`src/rtl/int_subtractor_serial.sv`:
```
// Digit-serial integer subtractor: diff = data_a - data_b - borrow_in, LSB digit first.
// Define SUB_OVERFLOW_EN to add the registered signed-overflow output.
module int_subtractor_serial #(
    parameter int DATA_WIDTH  = 32,
    parameter int DIGIT_WIDTH = 8
) (
    input  logic                  clk,
    input  logic                  rst,
    input  logic                  in_valid,
    output logic                  in_ready,
    input  logic [DATA_WIDTH-1:0] data_a,
    input  logic [DATA_WIDTH-1:0] data_b,
    input  logic                  borrow_in,
    output logic                  out_valid,
    input  logic                  out_ready,
    output logic [DATA_WIDTH-1:0] diff,
`ifdef SUB_OVERFLOW_EN
    output logic                  overflow,
`endif
    output logic                  borrow_out
);

    localparam int N  = DATA_WIDTH / DIGIT_WIDTH;
    localparam int CW = (N > 1) ? $clog2(N) : 1;
    localparam logic [CW-1:0] LAST_DIGIT = CW'(N - 1);

    typedef enum logic [1:0] {
        IDLE,
        BUSY,
        DONE
    } state_t;

    state_t                  state;
    logic [DATA_WIDTH-1:0]   a_reg;
    logic [DATA_WIDTH-1:0]   b_reg;
    logic [DATA_WIDTH-1:0]   res_reg;
    logic                    borrow_reg;
    logic [CW-1:0]           cnt;
    logic [DIGIT_WIDTH:0]    digit_diff;
    logic [DATA_WIDTH-1:0]   res_shift;

    // Operands shift right one digit per cycle so the active digit is always at bit 0;
    // result digits enter from the top and are aligned after the last digit.
    always_comb begin
        digit_diff = {1'b0, a_reg[DIGIT_WIDTH-1:0]}
                   - {1'b0, b_reg[DIGIT_WIDTH-1:0]}
                   - (DIGIT_WIDTH+1)'(borrow_reg);
        res_shift  = (res_reg >> DIGIT_WIDTH)
                   | (DATA_WIDTH'(digit_diff[DIGIT_WIDTH-1:0]) << (DATA_WIDTH - DIGIT_WIDTH));
    end

    always_ff @(posedge clk or posedge rst) begin
        if (rst) begin
            state      <= IDLE;
            a_reg      <= '0;
            b_reg      <= '0;
            res_reg    <= '0;
            borrow_reg <= 1'b0;
            cnt        <= '0;
            diff       <= '0;
            borrow_out <= 1'b0;
`ifdef SUB_OVERFLOW_EN
            overflow   <= 1'b0;
`endif
        end else begin
            case (state)
                IDLE: begin
                    if (in_valid) begin
                        a_reg      <= data_a;
                        b_reg      <= data_b;
                        borrow_reg <= borrow_in;
                        cnt        <= '0;
                        state      <= BUSY;
                    end
                end
                BUSY: begin
                    a_reg      <= a_reg >> DIGIT_WIDTH;
                    b_reg      <= b_reg >> DIGIT_WIDTH;
                    res_reg    <= res_shift;
                    borrow_reg <= digit_diff[DIGIT_WIDTH];
                    cnt        <= cnt + CW'(1);
                    if (cnt == LAST_DIGIT) begin
                        // Outputs only change here, so they stay put through DONE and IDLE.
                        diff       <= res_shift;
                        borrow_out <= digit_diff[DIGIT_WIDTH];
`ifdef SUB_OVERFLOW_EN
                        overflow   <= (a_reg[DIGIT_WIDTH-1] != b_reg[DIGIT_WIDTH-1]) &&
                                      (digit_diff[DIGIT_WIDTH-1] != a_reg[DIGIT_WIDTH-1]);
`endif
                        state      <= DONE;
                    end
                end
                DONE: begin
                    if (out_ready) begin
                        state <= IDLE;
                    end
                end
                default: state <= IDLE;
            endcase
        end
    end

    assign in_ready  = (state == IDLE);
    assign out_valid = (state == DONE);

endmodule

```
`config.mk`:
```
export PLATFORM = sky130hd
export DESIGN_NAME = int_subtractor_serial
export DESIGN_NICKNAME = d
export VERILOG_FILES = /design/src/rtl/int_subtractor_serial.sv
export SDC_FILE = /design/constraint.sdc
export NUM_CORES = 1
export LEC_CHECK = 0
export ABC_AREA = 1
export ABC_CLOCK_PERIOD_IN_PS = 5350
export CAP_MARGIN = 20
export CORE_UTILIZATION = 45
export CTS_BUF_LIST = sky130_fd_sc_hd__clkbuf_8
export DETAILED_ROUTE_END_ITERATION = 12
export PLACE_DENSITY = 0.7
export REMOVE_ABC_BUFFERS = 1
export SKIP_LAST_GASP = 1
export SLEW_MARGIN = 30
export SYNTH_ARGS = -nofsm -noshare
export SYNTH_HDL_FRONTEND = slang
export SYNTH_SLANG_ARGS = --single-unit
```
`constraint.sdc`:
```
create_clock -name clk -period 5.35 [get_ports clk]
set_clock_uncertainty 0.15 [all_clocks]
set_input_delay 1.07 -clock clk [delete_from_list [all_inputs] [get_ports clk]]
set_output_delay 1.07 -clock clk [all_outputs]
set_load 0.02 [all_outputs]
```
* After elaboration in Yosys (flattened, before gate mapping)
Cells that the tools add are included.
** Word-level totals
- Bits in writable memories :: 0
- Bits in latches :: 0
- Input bits :: 69
- Bits in read-only memories :: 0
- Memories :: 0
- Logic and storage cells :: 35
- Register bits :: 134
** Operators by class
- Bitwise gates (word level) :: 1
- Multipliers :: 0
- Magnitude comparators :: 0
- Divide/modulo/power cells :: 0
- Equal/unequal tests :: 6
- Reduce and logical (&&, ||, !) cells :: 5
- Shift-type cells :: 0
- Add/subtract/negate cells :: 3
- Muxes and demuxes :: 12
** Operators by type and width (count)
- 32-bit case mux with 2 select lines :: 2
- 32-bit 2-to-1 mux :: 2
- 24-bit by 32-bit OR with 32-bit output :: 1
- 8-bit by 8-bit subtractor with 9-bit output :: 1
- 9-bit by 1-bit subtractor with 9-bit output :: 1
- 2-bit 2-to-1 mux :: 4
- 2-bit case mux with 3 select lines :: 1
- 2-bit == test (second input constant) :: 2
- 2-bit != test (second input constant) :: 2
- 2-bit case mux with 2 select lines :: 1
- 2-bit AND reduction :: 2
- 3-bit AND reduction :: 1
- 2-bit by 1-bit adder with 2-bit output (second input constant) :: 1
- 2-bit by 1-bit == test with 1-bit output (second input constant) :: 1
- 2-bit logical NOT :: 1
- 2-bit by 1-bit != test with 1-bit output (second input constant) :: 1
- 1-bit case mux with 2 select lines :: 1
- 2-bit nonzero test :: 1
- 1-bit 2-to-1 mux :: 1

* Logic depth before layout (Yosys ltp)
- Depth in word-level cells :: 3
- Depth in mapped cells :: 17
- Mapped depth without buffers :: 17

* Least setup slack after synthesis
No wires, ideal clock.
- Kind :: reg-to-reg
- From :: reg a_reg[0]
- To :: reg borrow_reg
- Clock period less this slack :: 2.445 ns
- Buffers on the path :: 0
- Setup time :: 0.116 ns
- Cell stages (with the launch flop) :: 17
- Setup slack :: 2.905 ns
- Arrival :: 2.179 ns
- Cell sequence :: dfrtp_1 -> fa_1 -> inv_1 -> ha_1 -> inv_1 -> nand2_1 -> fa_1 -> inv_1 -> nand2_1 -> nand2_1 -> nand2_1 -> nand2_1 -> nand2_1 -> nand2_1 -> nand3_1 -> nand2_1 -> nand2_1
** On the way
- Longest elaborated chain between the ends :: 3
** Ends and longest elaborated chain
- from (decl) :: line 34 : logic [DATA_WIDTH-1:0] a_reg;
- from (signal assigned) :: line 69 : a_reg <= data_a;
- from (signal assigned) :: line 77 : a_reg <= a_reg >> DIGIT_WIDTH;
- 8-bit by 8-bit subtractor with 9-bit output :: line 46 : - {1'b0, b_reg[DIGIT_WIDTH-1:0]}
- 9-bit by 1-bit subtractor with 9-bit output :: line 47 : - (DIGIT_WIDTH+1)'(borrow_reg);
- 1-bit case mux with 2 select lines :: line 66 : case (state)
- to (signal assigned) :: line 71 : borrow_reg <= borrow_in;
- to (signal assigned) :: line 80 : borrow_reg <= digit_diff[DIGIT_WIDTH];
- to (decl) :: line 37 : logic borrow_reg;
Every way passes these cells.
A chain may end at the register's enable or synchronous reset.

* Worst setup path in the final report
- From :: reg state[0]
- To :: out in_ready
** On the way
- Longest elaborated chain between the ends :: 1
** Ends and longest elaborated chain
- from (decl) :: line 33 : state_t state;
- from (signal assigned) :: line 54 : state <= IDLE;
- from (signal assigned) :: line 73 : state <= BUSY;
- from (signal assigned) :: line 90 : state <= DONE;
- 2-bit logical NOT :: line 103 : assign in_ready = (state == IDLE);
- to (decl) :: line 10 : output logic in_ready,
Every way passes these cells.

==> metrics.txt <==
WL/cell 12.8 µm; grt met1 use 25.6%; max-cap violations 0; Post-CTS Hold Buffers 0; async set-reset flop share out of synthesis 100%; detailed-route vias per instance 4.97; n_diodes 0; CTS max path bufs 2; final worst path period need 3.18 ns; GRT Overall Usage 19.8%; TNS Setup 0 ns; Final period util 59.4%; Slew Viols, Final 0; Core Util, Final 58.8%; Static Leak 3.41 nW; largest area contributor in the netlist dfrtp_1; Mapped Area 0.00567 mm²; switch share 43.0%; clock share of power 16.0%; Worst Path Arrival 1.96 ns; Place WS 2.03 ns; GRT Max-Usage Layer met2; P&R area growth vs syn 26.2%; starting DRC count in detailed routing 313; CTS clk-pin slew, worst paths 0.06 ns; I/O pin total 104; Crit Path Max Fanout 28; vias post-DR 4551; Hold Worst Slack 0.317 ns; largest net degree at the start of global routing 107; Combinational Power Share 50.3%; Final WS setup 2.17 ns; vias in the first global route 4452; cell row count 40; drt drc 0; fmax 315 MHz; hpwl dp 7.54 mm; switching power 0.00213 W; DR pass1 iterations 5; proportion of layout cells with a drive suffix above 1 5.88%; Routed Antenna Nets 0; sequential share of the synthesized area 55.6%; Starting Density 46.6%; Port Buffers 103; worst reg2reg startpoint state[0]$_DFFE_PP0P_; root buf cell clkbuf_8; hold path start diff[5]$_DFFE_PP0P_; Max IR drop VDD 250 µV; Routed WL 11.8 mm; Hold Violations, Final 0; CP startpoint state[0]$_DFFE_PP0P_; Crit. End Element primary output; Worst-Skew Late Latency 0.43 ns; required time worst endpoint 4.13 ns; cell area power density 693 mW/mm²; number of gates resized after cts 0; Yosys top cell area share 55.6%; unrepaired setup endpoints after global routing no; syn avg cell area 8.79 µm²; Power Internal 0.00283 W; Synthesis Warnings 0; part of the power in registers 33.7%; RePlAce Congestion 0.812; GR Layer Usage met3 4.61%; htree depth 4; Setup-failing EPs final 0; hold crit path type reg -> reg; number of synthesized register bits 126; status finished clean; Synth area leaders dfrtp_1 56%, nand2_1 10%, o21ai_0 9.3%, inv_1 5.0%, a21oi_1 4.4%; nets 822; CTS Sinks 126; die area 0.0130 mm²; die extent in y 114 µm; EDFF count, synth 0; Worst slew margin 40.7%; global-route wire length before repair 20.3 mm; GRT overflow 0; actual slew at the worst max-slew pin 0.888 ns; M2 GR Usage 32.8%; antenna violations before repair 0; kind of critical path reg -> out; Die X 114 µm; Startpoint Class register; post-synth cell types 28; post-CTS setup buffer count 0; CTS tree built; total CTS buffers 17; Main synth FF type dfrtp_1; Post-Synthesis Cells 645; core area 0.0122 mm²
[through the flow]
stage	instance area (µm²)	instances	total power [W]
5_1_grt	7150	916	0.00547
4_1_cts	7150	916	0.00501
6_report	7150	916	0.00495
3_3_place_gp	6760	885	0.00408
2_1_floorplan	5490	610	0.00339
3_5_place_dp	6760	885	0.00418
[cells in the mapped netlist (all sizes together) (2+ instances only)]
cell type and n:
o21ai 119, nand3 10, dfrtp 126, nand2 155
ha 15, buf 26, a22o 9, nor2 35
xnor2 2, clkbuf 9, inv 81, fa 2
a21oi 50
[worst paths after layout]
path,endpoint,slack [ns],cells past startpoint
max in group asynchronous,b_reg[10]$_DFFE_PP0P_,3.21,3
min in group asynchronous,diff[10]$_DFFE_PP0P_,1.00,2
worst max register to register,a_reg[5]$_DFFE_PP0P_,2.58,8
worst min-delay path,diff[5]$_DFFE_PP0P_,0.32,2
worst min register to register,diff[5]$_DFFE_PP0P_,0.32,2
worst max-delay path,in_ready,2.17,4
[critical path: stages, from the launching register on]
cell	delay [ns]
dfrtp_2	0.62
inv_4	0.17
nand2_2	0.09
inv_1	0.06
clkdlybuf4s50_1	0.59
[layer usage]
metal,up-vias,share of wire [%],wire [µm]
li1,2257,-,-
met1,2145,46,5460
met2,134,48,5590
met3,15,4.5,530
met4,0,1.4,168
met5,-,0,0
[final cells by class]
type,instances,area [µm²]
fill,1090,5010
multi-input combinational,403,2030
clock inverter,10,96.3
clock buffer,21,289
tap,168,210
inverter,81,314
timing repair buffer,107,1060
sequential,126,3150
[cell families (layout without fill, tap and decap cells)]
family / count (synthesis) / count (layout) / synth area share [%]
AND/OR/NAND/NOR: 202 / 202 / 14.6
AO/OA/AOI/OAI: 181 / 181 / 16.7
flip-flops: 126 / 126 / 55.6
buffers and inverters: 116 / 219 / 8.59
adder cells (fa/ha/maj): 17 / 17 / 4.02
XOR/XNOR: 3 / 3 / 0.464
[power groups by stage]
stage / combinational (W) / sequential [W] / clock, W
finish: 0.00249 / 0.00167 / 0.000792
global route: 0.00289 / 0.00172 / 0.000858
CTS: 0.00253 / 0.00167 / 0.000816
detailed placement: 0.00250 / 0.00168 / 0
global placement: 0.00241 / 0.00166 / 0
floorplan: 0.00164 / 0.00174 / 0
[cells in the final DEF (no fill, tap or decap), types with 4 or more instances in the layout]
cell,Yosys,layout
o21ai_1,14,14
inv_1,76,78
nand3_1,10,10
inv_2,4,4
buf_4,2,4
nand2_1,154,154
clkdlybuf4s50_1,0,103
o21ai_0,105,105
a21oi_1,50,50
a22o_1,9,9
ha_1,15,15
clkbuf_8,0,21
clkinv_2,0,5
nor2_1,31,31
dfrtp_1,126,125
Note: power is estimated with default switching activity, not from simulation.
